[src/rtl/serial_sum_deserializer.sv]
// rtl/serial_sum_deserializer.sv - reassembles LSB-first serial sum bits into a WIDTH-bit word plus carry
module serial_sum_deserializer #(
    parameter int WIDTH = 4
) (
    input  logic             clk,
    input  logic             rst,
    input  logic             s_bit,
    input  logic             s_valid,
    input  logic             s_first,
    input  logic             s_carry,
    output logic [WIDTH-1:0] m_data,
    output logic             m_carry,
    output logic             m_valid,
    input  logic             m_ready,
    output logic             busy,
    output logic             frame_err
);
    localparam int CW = $clog2(WIDTH);
    localparam logic [CW-1:0] LAST = CW'(WIDTH - 1);

    typedef enum logic {
        IDLE  = 1'b0,
        SHIFT = 1'b1
    } state_t;

    state_t           state_q, state_d;
    logic [CW-1:0]    cnt_q, cnt_d;
    logic [WIDTH-2:0] shift_q, shift_d;
    logic [WIDTH-1:0] m_data_q, m_data_d;
    logic             m_carry_q, m_carry_d;
    logic             m_valid_q, m_valid_d;
    logic             busy_q, busy_d;
    logic             frame_err_q, frame_err_d;

    logic complete, restart, stray, overrun, accept;

    always_ff @(posedge clk or posedge rst) begin
        if (rst) begin
            state_q     <= IDLE;
            cnt_q       <= '0;
            shift_q     <= '0;
            m_data_q    <= '0;
            m_carry_q   <= 1'b0;
            m_valid_q   <= 1'b0;
            busy_q      <= 1'b0;
            frame_err_q <= 1'b0;
        end else begin
            state_q     <= state_d;
            cnt_q       <= cnt_d;
            shift_q     <= shift_d;
            m_data_q    <= m_data_d;
            m_carry_q   <= m_carry_d;
            m_valid_q   <= m_valid_d;
            busy_q      <= busy_d;
            frame_err_q <= frame_err_d;
        end
    end

    // s_first always (re)starts a frame; in SHIFT that abandons the partial one.
    always_comb begin
        state_d  = state_q;
        cnt_d    = cnt_q;
        shift_d  = shift_q;
        complete = 1'b0;
        restart  = 1'b0;
        stray    = 1'b0;
        if (s_valid) begin
            case (state_q)
                IDLE: begin
                    if (s_first) begin
                        shift_d    = '0;
                        shift_d[0] = s_bit;
                        cnt_d      = CW'(1);
                        state_d    = SHIFT;
                    end else begin
                        stray = 1'b1;
                    end
                end
                SHIFT: begin
                    if (s_first) begin
                        restart    = 1'b1;
                        shift_d    = '0;
                        shift_d[0] = s_bit;
                        cnt_d      = CW'(1);
                    end else if (cnt_q == LAST) begin
                        complete = 1'b1;
                        cnt_d    = '0;
                        state_d  = IDLE;
                    end else begin
                        for (int i = 0; i < WIDTH - 1; i++) begin
                            if (cnt_q == CW'(i)) shift_d[i] = s_bit;
                        end
                        cnt_d = cnt_q + 1'b1;
                    end
                end
                default: state_d = IDLE;
            endcase
        end
    end

    // Single-entry output slot; a completion may refill it on the consuming edge.
    always_comb begin
        accept      = m_valid_q && m_ready;
        overrun     = complete && m_valid_q && !m_ready;
        m_data_d    = m_data_q;
        m_carry_d   = m_carry_q;
        m_valid_d   = m_valid_q;
        if (accept) m_valid_d = 1'b0;
        if (complete && !overrun) begin
            m_data_d  = {s_bit, shift_q};
            m_carry_d = s_carry;
            m_valid_d = 1'b1;
        end
        busy_d      = (state_d == SHIFT);
        frame_err_d = stray || restart || overrun;
    end

    assign m_data    = m_data_q;
    assign m_carry   = m_carry_q;
    assign m_valid   = m_valid_q;
    assign busy      = busy_q;
    assign frame_err = frame_err_q;
endmodule
[config.mk]
export PLATFORM = sky130hd
export DESIGN_NAME = serial_sum_deserializer
export DESIGN_NICKNAME = d
export VERILOG_FILES = /design/src/rtl/serial_sum_deserializer.sv
export SDC_FILE = /design/constraint.sdc
export NUM_CORES = 1
export LEC_CHECK = 0
export ABC_AREA = 1
export CORE_MARGIN = 2
export CORE_UTILIZATION = 45
export CTS_BUF_LIST = sky130_fd_sc_hd__clkbuf_8
export DETAILED_ROUTE_END_ITERATION = 12
export PLACE_DENSITY = 0.75
export SKIP_LAST_GASP = 1
export SLEW_MARGIN = 20
export SYNTH_ARGS = -nofsm -noshare
export SYNTH_HDL_FRONTEND = slang
export SYNTH_SLANG_ARGS = --single-unit
[constraint.sdc]
create_clock -name clk -period 1.15 [get_ports clk]
set_input_delay 0.23 -clock clk [delete_from_list [all_inputs] [get_ports clk]]
set_output_delay 0.23 -clock clk [all_outputs]
set_load 0.005 [all_outputs]
; ---- Word-level counts from Yosys, hierarchy flattened
; Index checks and enable logic that the tools add are counted.
[totals]
ff_bits = 13
input_bits = 7
output_inout_bits = 8
word_cells = 59
[op_classes]
n_addsub = 1
eq_ne = 8
mux = 26
bitwise = 1
n_reduce_logical = 14
[op_table]
columns = op, n
row1 = 1-bit two-way mux, 17
row2 = 4-bit AND reduction, 3
row3 = 3-bit two-way mux, 3
row4 = 3-bit by 2-bit != test with 1-bit output (second input constant), 3
row5 = 2-bit two-way mux, 3
row6 = 3-bit case mux with 2 select lines, 1
row7 = 2-bit equality test (second input constant), 2
row8 = 1-bit logical AND, 4
row9 = 2-bit case mux with 2 select lines, 1
row10 = 3-bit != test (second input constant), 1
row11 = 2-bit by 1-bit adder with 2-bit output (second input constant), 1
row12 = 2-bit by 1-bit equality test with 1-bit output (second input constant), 1
row13 = 1-bit zero test, 2
row14 = 2-bit zero test, 1
row15 = 1-bit logical OR, 2
row16 = 2-bit != test (second input constant), 1
row17 = 1-bit case mux with 2 select lines, 1
row18 = 2-bit AND reduction, 1
row19 = 2-bit nonzero test, 1
row20 = 1-bit NOT, 1

; ---- Longest topological paths before layout
; Gate-level depths: netlist of run 1.
[depth]
depth_word = 10
depth_mapped = 7
mapped_depth_nobuf = 7

; ---- Worst setup path after synthesis of run 1
; OpenSTA, ideal clock, no wires.
[synth_timing]
path_type = register to register
startpoint = register cnt_q[0]
endpoint = register shift_q[0]
setup_ns = 0.116
arrival_time_ns = 0.989
required_ns = 1.034
setup_slack_ns = 0.044
stages_incl_launch_ff = 8
path_buffers = 0
synth_period_minus_slack_ns = 1.106
cell_sequence = dfrtp_1 -> ha_1 -> inv_1 -> nand3_1 -> nand2_2 -> nand2_1 -> nand2_1 -> nand2_1
[synth_between]
elab_chain_len = 3
word_cells_on_any_way = 5
classes_between = eq/ne: 3 / reduce/logical: 2
[synth_rtl]
columns = element, line
row1 = "start, declared", 27  ; logic [CW-1:0] cnt_q, cnt_d;
row2 = "start signal, assigned", 49  ; cnt_q <= cnt_d;
row3 = 2-bit equality test / 2-bit zero test (equally long branches), "85, 91"
row4 = 3-bit != test (no source line) / 3-bit by 2-bit != test with 1-bit output (equally long branches), --
row5 = 4-bit AND reduction (no source line) *, --
row6 = "end signal, assigned", 50  ; shift_q <= shift_d;
row7 = "end, declared", 28  ; logic [WIDTH-2:0] shift_q, shift_d;
; Every way passes the cells marked *; elsewhere a longest branch is shown, timed or not.
; A chain may end at the register's enable or synchronous reset.

; ---- Final worst setup path of run 1
[layout_timing]
startpoint = register cnt_q[1]
endpoint = register m_data_q[0], in the netlist m_data[0]
[layout_between]
elab_chain_len = 9
[layout_rtl]
columns = element, line
row1 = 2-bit equality test *, 85  ; end else if (cnt_q == LAST) begin
row2 = 1-bit two-way mux *, 85
row3 = 1-bit two-way mux *, 80  ; if (s_first) begin
row4 = 1-bit two-way mux *, 68  ; case (state_q)
row5 = 1-bit two-way mux *, 67  ; if (s_valid) begin
row6 = 1-bit logical AND (2 in a row), 104  ; overrun = complete && m_valid_q && !m_ready;
row7 = 1-bit zero test, 109  ; if (complete && !overrun) begin
row8 = 1-bit logical AND *, 109
row9 = "end signal, assigned", 51  ; m_data_q <= m_data_d;
row10 = "end, declared", 29  ; logic [WIDTH-1:0] m_data_q, m_data_d;
; Marked as above.

==> results of run 1 <==
[timing repair]
action                     in CTS  in global routing
setup endpoints to repair      16                 11
buffers inserted                2                  2
pin swaps                       1                 10
resized for setup              12                 25
[kinds of logic (layout without fill, tap and decap cells)]
logic type      count (synthesis)  count (layout)  share of synthesized area
fa+ha+maj                       4               4                     0.0738
buf+inv                        12              44                     0.0664
flops                          13              13                      0.480
compound gates                  2               2                     0.0203
simple gates                   51              51                      0.360
[report_power, final]
group	leakage [nW]	switching, mW	total [mW]	internal [mW]
clock	0.0269	0.156	0.391	0.235
combinational	0.420	0.524	1.05	0.524
sequential	0.165	0.118	0.750	0.632
total	0.612	0.797	2.19	1.39
[per-layer routing]
layer	up-vias	routed length, um	GRT usage
li1	313	-	-
met1	306	610	0.203
met2	17	973	0.385
met3	5	74	0.0426
met4	0	29	0.0938
met5	-	0	0
[flip-flops by register name (all words and copies together), names as in the netlist]
| signal | cells |
|---|---|
| busy | 1 |
| cnt_q | 2 |
| frame_err | 1 |
| m_carry | 1 |
| m_data | 4 |
| m_valid | 1 |
| shift_q | 3 |
[final timing paths]
check / from / endpoint / slack, ns
max in group asynchronous: rst / frame_err$_DFF_PP0_ / 0.71
hold / removal: rst / m_carry$_DFFE_PP0P_ / 0.29
min in group clk: s_first / frame_err$_DFF_PP0_ / 0.42
hold reg to reg: m_data[2]$_DFFE_PP0P_ / m_data[2]$_DFFE_PP0P_ / 0.48
setup / recovery: cnt_q[1]$_DFFE_PP0P_ / m_data[0]$_DFFE_PP0P_ / -0.01
setup reg to reg: cnt_q[1]$_DFFE_PP0P_ / m_data[0]$_DFFE_PP0P_ / -0.01
[worst min-delay path, delay by kind of cell]
family,cells,cell delay [ns]
buffers and inverters,3,0.65
[layout by cell type, fill, tap and decap left out]
| cell | Yosys | final |
|---|---|---|
| inv_6 | 0 | 2 |
| clkdlybuf4s50_1 | 0 | 4 |
| nor2_1 | 2 | 1 |
| nor2_2 | 0 | 1 |
| buf_6 | 0 | 2 |
| nand3_1 | 13 | 12 |
| clkdlybuf4s15_1 | 0 | 1 |
| nor2_8 | 1 | 1 |
| dfrtp_1 | 13 | 13 |
| nand2_2 | 2 | 7 |
| buf_12 | 0 | 1 |
| nand3_2 | 0 | 1 |
| o21ai_2 | 1 | 1 |
| ha_4 | 0 | 4 |
| clkbuf_8 | 0 | 3 |
| dlygate4sd2_1 | 0 | 7 |
| buf_4 | 0 | 11 |
| inv_2 | 2 | 3 |
| nand2_1 | 31 | 25 |
| nand2_4 | 2 | 3 |
| dlymetal6s2s_1 | 0 | 2 |
| o21ai_0 | 1 | 1 |
| inv_1 | 10 | 8 |
[metrics by stage]
step	area [um2]	util	setup WS, ns
final	1090	0.751	-0.0122
after floorplan	678	-	0.0443
after global routing	1090	0.751	-0.0714
after global placement	926	0.637	-0.210
after detailed placement	926	0.637	-0.241
after CTS	983	0.676	-0.0235
[area by class of cell]
class,instances,area (um2)
Fill cell,107,362
Inverter,12,55.1
Clock buffer,3,41.3
Timing Repair Buffer,28,262
Clock inverter,1,3.75
Multi-Input combinational cell,57,385
Tap cell,16,20.0
Sequential cell,13,325
==> out/qor.txt, run 1 <==
Status = finished, violations left
Failing checks = negative setup slack
Synth cell count leaders = nand2_1 (31), dfrtp_1 (13), nand3_1 (13)
Crit path largest cell delay = 0.41 ns
Count leader, synth = nand2_1
Hold-fix buffers, CTS = 0
Clock Skew = 0.00280 ns
Iter 0 DRT Violations = 7
Final Total Pwr = 2.19 mW
First-pass GRT wire length = 2680 um
DRT antenna net count = 0
Nets = 126
Max Clk Rate = 0.860 GHz
Yosys cell types = 12
Pwr/cell area = 2000 nW/um2
Max cap viols = 0
Num CTS Buffers = 3
Vias in the first global route = 637
Synth area leaders = dfrtp_1 (48%), nand2_1 (17%), nand3_1 (9.6%), ha_1 (7.4%), inv_1 (5.5%)
Cell accounting for the most synthesized area = dfrtp_1
Yosys warns = 0
Placer Congestion = 0.814
Largest net degree at the start of global routing = 14
Mapped Area = 678 um2
Area Growth Syn to Fin = 61.1%
Top-area cell type share of the netlist area = 0.480
Starting density of the core = 0.466
Max FO, Critical Path = 7
Worst path top cell family by delay = simple AND/OR/NAND/NOR gates
Die area = 1830 um2
Drt via density = 4.93
LEAKAGE = 0.612 nW
GR Overflow Total = 0
Hold WC Path Type = primary input to async pin
Startpoint types = flip-flop
Ys flop type = dfrtp_1
Peak supply drop = 1.24 mV
Count of antenna diodes in the layout = 0
Rows = 14
Clock Latency Late Sink = 0.24 ns
Critical path's slowest cell = dfrtp_1
Crit end category = flip-flop
Synth Area per Inst = 8.27 um2
Fin crit period = 1.16 ns
Rel. slew slack = 0.827
Root Buffer = clkbuf_8
Fin cells = 130
Max Root-Sink Buffers = 2
Initial antenna violation count = 0
CP Depth = 6
Vias after detailed routing = 641
CTS tree = built
Buf/Inv on CP = 0
Fin Setup TNS = -0.0314 ns
Cells after Synth = 82
Core area = 1450 um2
Port buffer count = 14
Hold Vio Cnt, Final = 0
Placed cells = 122
Crit-path cells = ha_4 > nand2_4 > nor2_8 > nand2_4 > nand2_1 > nand2_1
Routed len/inst = 13.0 um
Final hold slack = 0.285 ns
CTS clk-pin slew, worst paths = 0.05 ns
Die width = 42.8 um
Synthesized netlist net count = 93
RSZ-0062 raised after global routing = true
# IOs = 15
Final Cycle Share = 1.01
Final wirelength = 1690 um
Register bit total from synthesis = 13
Die height = 42.8 um
Final Max Slew Viols = 0
Critical path type = flip-flop to flip-flop
Post-DP HPWL = 1210 um
DR DRC count = 0
Final WS setup = -0.0122 ns
Clock tree sinks = 13
Final setup fails = 4
CP Data Required Time = 1.28 ns
Sequential element share of the synthesized area = 0.480
Ys async rst share = 1.00
Worst R2R Path Depth = 6
Drt pass-1 iters = 4
Tightest Pin Transition = 0.259 ns
Share of cells above drive strength 1 = 0.351
CP Data Arrival Time = 1.29 ns
Total Routing Usage GR = 0.202
Number of synthesized flops with an enable pin = 0
CTS H-tree lvls = 1
Note: power is estimated with default switching activity, not from simulation.
==> run 2: changes to the inputs <==
--- a/config.mk
+++ b/config.mk
@@ -6,11 +6,11 @@
 export NUM_CORES = 1
 export LEC_CHECK = 0
 export ABC_AREA = 1
+export CORE_ASPECT_RATIO = 0.8
 export CORE_MARGIN = 2
-export CORE_UTILIZATION = 45
+export CORE_UTILIZATION = 30
 export CTS_BUF_LIST = sky130_fd_sc_hd__clkbuf_8
 export DETAILED_ROUTE_END_ITERATION = 12
-export PLACE_DENSITY = 0.75
 export SKIP_LAST_GASP = 1
 export SLEW_MARGIN = 20
 export SYNTH_ARGS = -nofsm -noshare
==> run 2 against run 1 <==
  * The flow now finishes without violations
  * Critical path depth shrank 5
  * Sequential share of layout area up 0.24 points
  * Clock skew up 0.0022 ns
==> out/qor.txt, run 2 (synthesis gave the netlist of run 1 again) <==
Max Clk Rate = 0.896 GHz (+4.2%)
Initial antenna violation count = 0 (unchanged)
CTS tree = built
Placed inst area = 922 um2 (-0.41%)
Routed len/inst = 10.9 um (-16%)
Final Total Pwr = 2.11 mW (-3.5%)
Starting density of the core = 0.317 (-0.149)
DRT antenna net count = 0 (unchanged)
CTS clk-pin slew, worst paths = 0.05 ns (about the same)
Iter 0 DRT Violations = 22 (+15)
Worst Setup Slack post-DPL = -0.275 ns (-0.0331 ns)
RSZ-0062 raised after global routing = true
Critical path's slowest cell = dfrtp_1
Startpoint types = flip-flop
Status = finished, final reports clean
DR DRC count = 0 (unchanged)
Total Routing Usage GR = 0.118 (-0.0841)
Placer Congestion = 0.770 (-5.4%)
Clock Latency Late Sink = 0.24 ns (about the same)
Critical path type = flip-flop to output port
Drt via density = 4.54 (-7.9%)
Max Root-Sink Buffers = 2 (unchanged)
Num CTS Buffers = 3 (unchanged)
Final Cycle Share = 0.970 (-0.0403)
Root Buffer = clkbuf_8
Tightest Pin Transition = 0.258 ns (-0.00127 ns)
Crit path largest cell delay = 0.38 ns (-0.03 ns)
Rel. slew slack = 0.828 (+0.00113)
CP Data Required Time = 0.92 ns (-0.36 ns)
GR Overflow Total = 0 (unchanged)
Die area = 2660 um2 (+45%)
Crit end category = output port
Post-DP HPWL = 1070 um (-12%)
Nets = 124 (-1.6%)
Area Growth Syn to Fin = 59.8%
Commonest non-fill, non-tap cell in the layout = nand2_1
Clock tree sinks = 13 (unchanged)
Layout Utilization = 0.506 (-0.245)
Port buffer count = 14 (unchanged)
Drt pass-1 iters = 4 (unchanged)
Most frequent cells in the layout = nand2_1 (27), dfrtp_1 (13), nand3_1 (12), dlygate4sd2_1 (9), buf_4 (9)
Core area = 2140 um2 (+47%)
First-pass GRT wire length = 2250 um (-16%)
Hold Vio Cnt, Final = 0 (unchanged)
LEAKAGE = 0.598 nW (-2.2%)
Count of antenna diodes in the layout = 0 (unchanged)
Die width = 57.2 um (+33%)
Fillers = 212 (+98%)
Die height = 46.5 um (+8.7%)
# IOs = 15 (unchanged)
Share of cells above drive strength 1 = 0.330 (-0.0205)
Vias after detailed routing = 622 (-3.0%)
Hold-fix buffers, CTS = 0 (unchanged)
Final Max Slew Viols = 0 (unchanged)
Crit-path cells = dlygate4sd2_1
Largest register FFs = 4 (unchanged)
Final WS setup = 0.0341 ns (+0.0463 ns)
Fin area = 1080 um2 (-0.80%)
CP Data Arrival Time = 0.89 ns (-0.40 ns)
Final setup fails = 0 (-4)
CTS H-tree lvls = 1 (unchanged)
Hold WC Path Type = primary input to async pin
Worst path top cell family by delay = flip-flops
Final wirelength = 1500 um (-11%)
Clock Skew = 0.00497 ns (+0.00217 ns)
Pwr/cell area = 1950 nW/um2 (-2.8%)
Buf/Inv on CP = 1 (+1)
Fin crit period = 1.12 ns (-0.0463 ns)
Vias in the first global route = 499 (-22%)
Rows = 15 (+1)
Max FO, Critical Path = 2 (-5)
Peak supply drop = 1.08 mV (-13%)
Max cap viols = 0 (unchanged)
Largest net degree at the start of global routing = 14 (unchanged)
==> run 2: path summary, 6_finish.rpt <==
| check | start | to | slack [ns] | cells past startpoint |
|---|---|---|---|---|
| worst max-delay path | m_data[2]$_DFFE_PP0P_ | m_data[2] | 0.03 | 1 |
| worst min-delay path | rst | cnt_q[1]$_DFFE_PP0P_ | 0.29 | 3 |
| worst max register to register | cnt_q[0]$_DFFE_PP0P_ | m_data[0]$_DFFE_PP0P_ | 0.04 | 6 |
| worst min register to register | m_data[1]$_DFFE_PP0P_ | m_data[1]$_DFFE_PP0P_ | 0.47 | 2 |
| max in group asynchronous | rst | m_data[2]$_DFFE_PP0P_ | 0.70 | 3 |
| min in group clk | s_first | frame_err$_DFF_PP0_ | 0.46 | 4 |
==> run 2: stage by stage <==
step,hold WS (ns),TNS (ns),std cells
2_1_floorplan,0.107,0,82
3_3_place_gp,0.460,-2.47,129
3_5_place_dp,0.467,-2.94,129
4_1_cts,0.296,0,135
5_1_grt,0.346,-0.137,137
6_report,0.289,0,137
==> run 2: area by class of cell <==
type	instances	area (um2)	share of cell area
multi-input combinational	57	385	0.356
sequential	13	325	0.300
timing repair buffer	26	241	0.223
inverter	12	55.1	0.0508
clock buffer	3	41.3	0.0381
tap	25	31.3	0.0289
clock inverter	1	3.75	0.00346
==> run 2: worst min-delay path, cell delays in order <==
cell	delay [ns]
clkdlybuf4s50_1	0.40
inv_1	0.05
buf_4	0.20
==> run 2: what timing repair did <==
item	CTS	global route
setup endpoints to repair	16	10
pin swaps	0	6
endpoints found under the hold margin	0	0
setup buffers	2	2
gates resized for setup	10	26
==> run 2: where the power goes <==
group	total, mW	internal (mW)	switching (mW)
Combinational	0.980	0.482	0.499
Sequential	0.739	0.632	0.108
Clock	0.392	0.235	0.156
Total	2.11	1.35	0.763
==> run 2: layer usage <==
| layer | share of wire | GRT usage | vias to the layer above |
|---|---|---|---|
| li1 | - | - | 314 |
| met1 | 0.48 | 0.149 | 290 |
| met2 | 0.47 | 0.179 | 16 |
| met3 | 0.051 | 0.0534 | 2 |
| met4 | 0.0027 | 0.0419 | 0 |
| met5 | 0 | 0 | - |
==> run 3: changes to the inputs <==
--- a/config.mk
+++ b/config.mk
@@ -6,11 +6,14 @@
 export NUM_CORES = 1
 export LEC_CHECK = 0
 export ABC_AREA = 1
+export CAP_MARGIN = 20
 export CORE_ASPECT_RATIO = 0.8
 export CORE_MARGIN = 2
 export CORE_UTILIZATION = 30
 export CTS_BUF_LIST = sky130_fd_sc_hd__clkbuf_8
 export DETAILED_ROUTE_END_ITERATION = 12
+export MAX_ROUTING_LAYER = met4
+export RECOVER_POWER = 100
 export SKIP_LAST_GASP = 1
 export SLEW_MARGIN = 20
 export SYNTH_ARGS = -nofsm -noshare
==> run 3 against run 2 <==
  * Register-to-register slack is essentially flat
  * Maximum frequency is essentially flat
  * First-iteration DRC count shrank 4.5%
  * Global-route usage grew 0.36 points
  * Highest routed layer is now met3
  * Worst setup slack is essentially flat
  * Cell area shrank 0.23%
  * Wire length grew 0.93%
  * Clock skew is essentially flat
  * Critical path depth is the same
  * Combinational power is essentially flat
  * Non-clock buffer count is the same
  * Total power grew 0.15%
==> out/qor.txt, run 3 (synthesis gave the netlist of run 1 again) <==
Die area = 2660 um2 (unchanged)
CTS clk-pin slew, worst paths = 0.05 ns (about the same)
Area Growth Syn to Fin = 59.4%
Clock tree sinks = 13 (unchanged)
Placer Congestion = 0.781 (+1.4%)
Max cap viols = 0 (unchanged)
CP Data Arrival Time = 0.89 ns (about the same)
CP Depth = 1 (unchanged)
Final wirelength = 1510 um (+0.93%)
Crit-path cells = dlygate4sd2_1
Final WS setup = 0.0340 ns (-0.000146 ns)
Pwr/cell area = 1960 nW/um2 (+0.38%)
Total Routing Usage GR = 0.122 (+0.00364)
First-pass GRT wire length = 2240 um (-0.31%)
Max Clk Rate = 0.896 GHz (about the same)
Worst R2R Path Depth = 5 (-1)
Fin area = 1080 um2 (-0.23%)
CP Data Required Time = 0.92 ns (about the same)
Hold-fix buffers, CTS = 0 (unchanged)
Vias in the first global route = 500 (+0.20%)
Fin Setup TNS = 0 ns (unchanged)
# IOs = 15 (unchanged)
Crit path from = m_data[2]$_DFFE_PP0P_
Flop2flop setup slack = 0.04 ns (about the same)
Most frequent cells in the layout = nand2_1 (27), dfrtp_1 (13), nand3_1 (12), dlygate4sd2_1 (9), buf_4 (8)
Critical path's slowest cell = dfrtp_1
Vias after detailed routing = 631 (+1.4%)
Reg2reg end = cnt_q[1]$_DFFE_PP0P_
Post-DP HPWL = 1070 um (unchanged)
Num CTS Buffers = 3 (unchanged)
Starting density of the core = 0.317 (unchanged)
LEAKAGE = 0.598 nW (about the same)
Root Buffer = clkbuf_8
CTS H-tree lvls = 1 (unchanged)
CTS tree = built
Count of antenna diodes in the layout = 0 (unchanged)
GR Overflow Total = 0 (unchanged)
Core area = 2140 um2 (unchanged)
Final Max Slew Viols = 0 (unchanged)
Die height = 46.5 um (unchanged)
Critical path type = flip-flop to output port
Final Cycle Share = 0.970 (about the same)
Reg2reg start = cnt_q[0]$_DFFE_PP0P_
Clock Skew = 0.00507 ns (+0.0000988 ns)
RSZ-0062 raised after global routing = true
Startpoint types = flip-flop
Rows = 15 (unchanged)
Share of cells above drive strength 1 = 0.330 (unchanged)
Nets = 124 (unchanged)
Largest register FFs = 4 (unchanged)
Buf/Inv on CP = 1 (unchanged)
Fin crit period = 1.12 ns (+0.000146 ns)
Port buffer count = 14 (unchanged)
Max FO, Critical Path = 2 (unchanged)
Crit end category = output port
Routed len/inst = 11.0 um (+0.93%)
Rel. slew slack = 0.786 (-0.0419)
Drt pass-1 iters = 5 (+1)
Hold Vio Cnt, Final = 0 (unchanged)
Initial antenna violation count = 0 (unchanged)
Max Root-Sink Buffers = 2 (unchanged)
Largest net degree at the start of global routing = 14 (unchanged)
Placed inst area = 922 um2 (unchanged)
Crit path largest cell delay = 0.38 ns (about the same)
Hold WC Path Type = primary input to flip-flop
DRT antenna net count = 0 (unchanged)
Iter 0 DRT Violations = 21 (-4.5%)
Status = finished, final reports clean
CP endpoint = m_data[2]
Final Total Pwr = 2.11 mW (+0.15%)
Tightest Pin Transition = 0.320 ns (+0.0628 ns)
Clock Latency Late Sink = 0.24 ns (about the same)
Final setup fails = 0 (unchanged)
Drt via density = 4.61 (+1.4%)
Die width = 57.2 um (unchanged)
Worst path top cell family by delay = flip-flops
Peak supply drop = 1.09 mV (+0.82%)
Worst Setup Slack post-DPL = -0.275 ns (unchanged)
DR DRC count = 0 (unchanged)
Commonest non-fill, non-tap cell in the layout = nand2_1
[run 3: how the worst min path moves through the flow]
stage	start	to	slack [ns]	cells after the start
detailed placement	m_carry$_DFFE_PP0P_	m_carry$_DFFE_PP0P_	0.47	2
global route	s_first	frame_err$_DFF_PP0_	0.49	4
finish	s_first	frame_err$_DFF_PP0_	0.46	4
floorplan	rst	busy$_DFFE_PP0P_	0.11	1
global placement	m_data[3]$_DFFE_PP0P_	m_data[3]$_DFFE_PP0P_	0.46	2
CTS	rst	cnt_q[1]$_DFFE_PP0P_	0.30	3
[run 3: final cells by class]
type                       count  area, um2
clock inverter                 1       3.75
inverter                      12       55.1
sequential                    13        325
timing repair buffer          26        239
clock buffer                   3       41.3
tap                           25       31.3
fill                         213       1060
multi-input combinational     57        385
[run 3: report_power, final]
part	total [mW]	internal [mW]	switching (mW)
clock network	0.391	0.235	0.156
registers	0.740	0.632	0.108
logic	0.983	0.480	0.503
total	2.11	1.35	0.767
[run 3: per-layer routing]
metal / global-route usage / share of wire / wire, um / up-vias
met5: - / 0 / 0 / -
met4: 0.0419 / 0 / 0 / 0
met3: 0.0534 / 0.060 / 90 / 0
met2: 0.179 / 0.47 / 707 / 20
met1: 0.149 / 0.47 / 714 / 297
li1: - / - / - / 314
[run 3: per-stage QoR]
stage | utilization | hold WS [ns] | cells
global placement | 0.431 | 0.460 | 129
finish | 0.505 | 0.456 | 137
global route | 0.505 | 0.486 | 137
detailed placement | 0.431 | 0.467 | 129
CTS | 0.455 | 0.296 | 135
floorplan | - | 0.107 | 82
[run 3: timing repair]
action | in CTS | in global routing
setup buffers | 2 | 2
endpoints found under the hold margin | 0 | 0
pin swaps | 0 | 6
setup endpoints to repair | 16 | 10
resized for setup | 10 | 26
gates cloned | 0 | 0
==> RTL change 1: new RTL, config.mk and constraints of run 3 <==
The parameter `WIDTH` goes from 4 to 8.
--- a/src/rtl/serial_sum_deserializer.sv
+++ b/src/rtl/serial_sum_deserializer.sv
@@ -1,5 +1,5 @@
 // rtl/serial_sum_deserializer.sv - reassembles LSB-first serial sum bits into a WIDTH-bit word plus carry
 module serial_sum_deserializer #(
-    parameter int WIDTH = 4
+    parameter int WIDTH = 8
 ) (
     input  logic             clk,
Interface: changed (resized m_data); port bits go from 15 to 19. The function was not compared with the original's and may differ.
==> RTL change 1 against run 3 <==
The flow now finishes with violations (setup timing). Design area is 63% higher. Global-route usage is 1.9 points higher. Power rose by 17%. Sequential cell count grew 9. First-iteration DRC count increased to 3.0 times the old value. Routed wire length is 80% higher. Worst setup slack worse by 290 ps. Die area increased by 63%. Sequential power rose by 32%. Synthesized cell count increased by 72%. Largest cell class unchanged. Synthesized area is 69% higher. Maximum frequency shrank 21%. Register-to-register slack got worse by 300 ps.
==> RTL change 1: results (changes against run 3) <==
----------------------------------------------------
[Placed design]
  Placement Setup Slack ... -476 ps (-201 ps)
  HPWL after detailed placement ... 1790 microns (+68%)
  Number of cells in the design after placement ... 214 (+66%)
  Instance area after placement ... 1500 sq um (+63%)
  Port bufs ... 18 (+4)

[GRT]
  Global-route usage over all layers ... 14.1% (+1.9 points)
  Global-route wire length before repair ... 4450 microns (+98%)
  Vias in the first global route ... 943 (+89%)
  Maximum number of pins on one net before global-route repair ... 23 (+9)

[Critical path]
  Crit path kind ... reg2reg
  Arrival time of data at the critical path endpoint ... 1570 ps (+680 ps)
  Reg-to-reg critical path endpoint ... shift_q[2]
  Startpoint of the most critical setup path ... cnt_q[0]
  R2r worst-path depth ... 7 (+2)
  CP max stage delay ... 400 ps (+20 ps)

[Pwr]
  Design internal power ... 1.79 mW (+33%)
  Leak pwr ... 0.885 nW (+48%)
  Peak supply drop ... 619 uV (-43%)

[Min path]
  Worst hold path type ... reg2reg
  Hold Path Cell Cnt ... 2 (-2)
  Hold-critical path endpoint ... shift_q[1]

[Routing]
  Wire length after detailed routing ... 2720 microns (+80%)
  Number of detailed-routing iterations run before antenna repair ... 4 (-1)

[STA]
  Number of failing setup endpoints in the final timing report ... 20 (+20)
  PnR worst setup slack ... -260 ps (-294 ps)
  Headroom to the max-slew limit ... 62.9% (-16 points)
  Setup TNS Final ... -3550 ps (-3550 ps)
  Worst Hold Slack ... 487 ps (+31.1 ps)

[Clock tree]
  CTS clock-pin slew for the worst setup and hold paths ... 80 ps (+30 ps)
  Clk_lat worst skew ... 270 ps (+30 ps)

[Status]
  Violated checks ... setup timing
  Status ... complete, but fails checks

[Yosys]
  Synthesized area divided by synthesized cell count ... 8.12 sq um (-1.8%)
  Proportion of synthesized chip area in sequential cells ... 48.1% (+0.12 points)
  List of most frequent post-synthesis cells ... sky130_fd_sc_hd__nand2_1 (60), sky130_fd_sc_hd__dfrtp_1 (22), sky130_fd_sc_hd__inv_1 (19)
  Nets in the synthesized netlist ... 154 (+66%)
  Main area contributors after synthesis ... sky130_fd_sc_hd__dfrtp_1 (48%), sky130_fd_sc_hd__nand2_1 (20%), sky130_fd_sc_hd__ha_1 (6.6%)

[Finish]
  Number of flip-flops under the largest register name ... 8 (+4)
  Layout Nets ... 203 (+64%)

----------------------------------------------------
RTL change 1: cell types whose count changed after synthesis, moves of 4 or more:
cell	delta
sky130_fd_sc_hd__nand3_1	-4
sky130_fd_sc_hd__o21bai_1	+9
sky130_fd_sc_hd__dfrtp_1	+9
sky130_fd_sc_hd__inv_1	+9
sky130_fd_sc_hd__nand2_1	+29
RTL change 1: worst min-delay path, delay by kind of cell (launching register included):
kind | cells | cell delay (ps)
simple gates | 2 | 100
flops | 1 | 360
RTL change 1: power groups by stage:
stage | clock network (mW) | registers, mW | logic (mW)
detailed placement | 0 | 1.00 | 0.626
finish | 0.728 | 0.980 | 0.770
global route | 0.770 | 0.996 | 0.857
CTS | 0.748 | 0.978 | 0.690
global placement | 0 | 0.999 | 0.610
floorplan | 0 | 1.00 | 0.314
RTL change 1: cell families (layout without fill, tap and decap cells):
kind of cell	after synthesis	after routing	share of synthesized area, %
flops	22	22	48.1
simple gates	75	77	27.2
compound gates	15	15	9.73
fa+ha+maj	6	6	6.56
buf+inv	23	69	8.42
RTL change 1: cell type report:
cell class	instances	area, sq um
Clock buffer	3	41.3
Clock inverter	1	30.0
Fill cell	350	1960
Inverter	20	82.6
Multi-Input combinational cell	98	586
Sequential cell	22	552
Tap cell	44	55.1
Timing Repair Buffer	45	418
RTL change 1: repair_timing:
action	CTS	global route
pin swaps	7	16
setup buffers	8	4
hold buffers	0	0
setup endpoints to repair	34	32
resized for setup	20	23
cloned	2	1
RTL change 1: layer usage:
layer  vias to the layer above  global-route usage (%)  part of all wire (%)
li1                        534                       -                     -
met1                       465                    18.0                    46
met2                        29                    22.1                    48
met3                         7                    4.08                   5.0
met4                         0                    3.17                   1.0
met5                         -                       -                     0
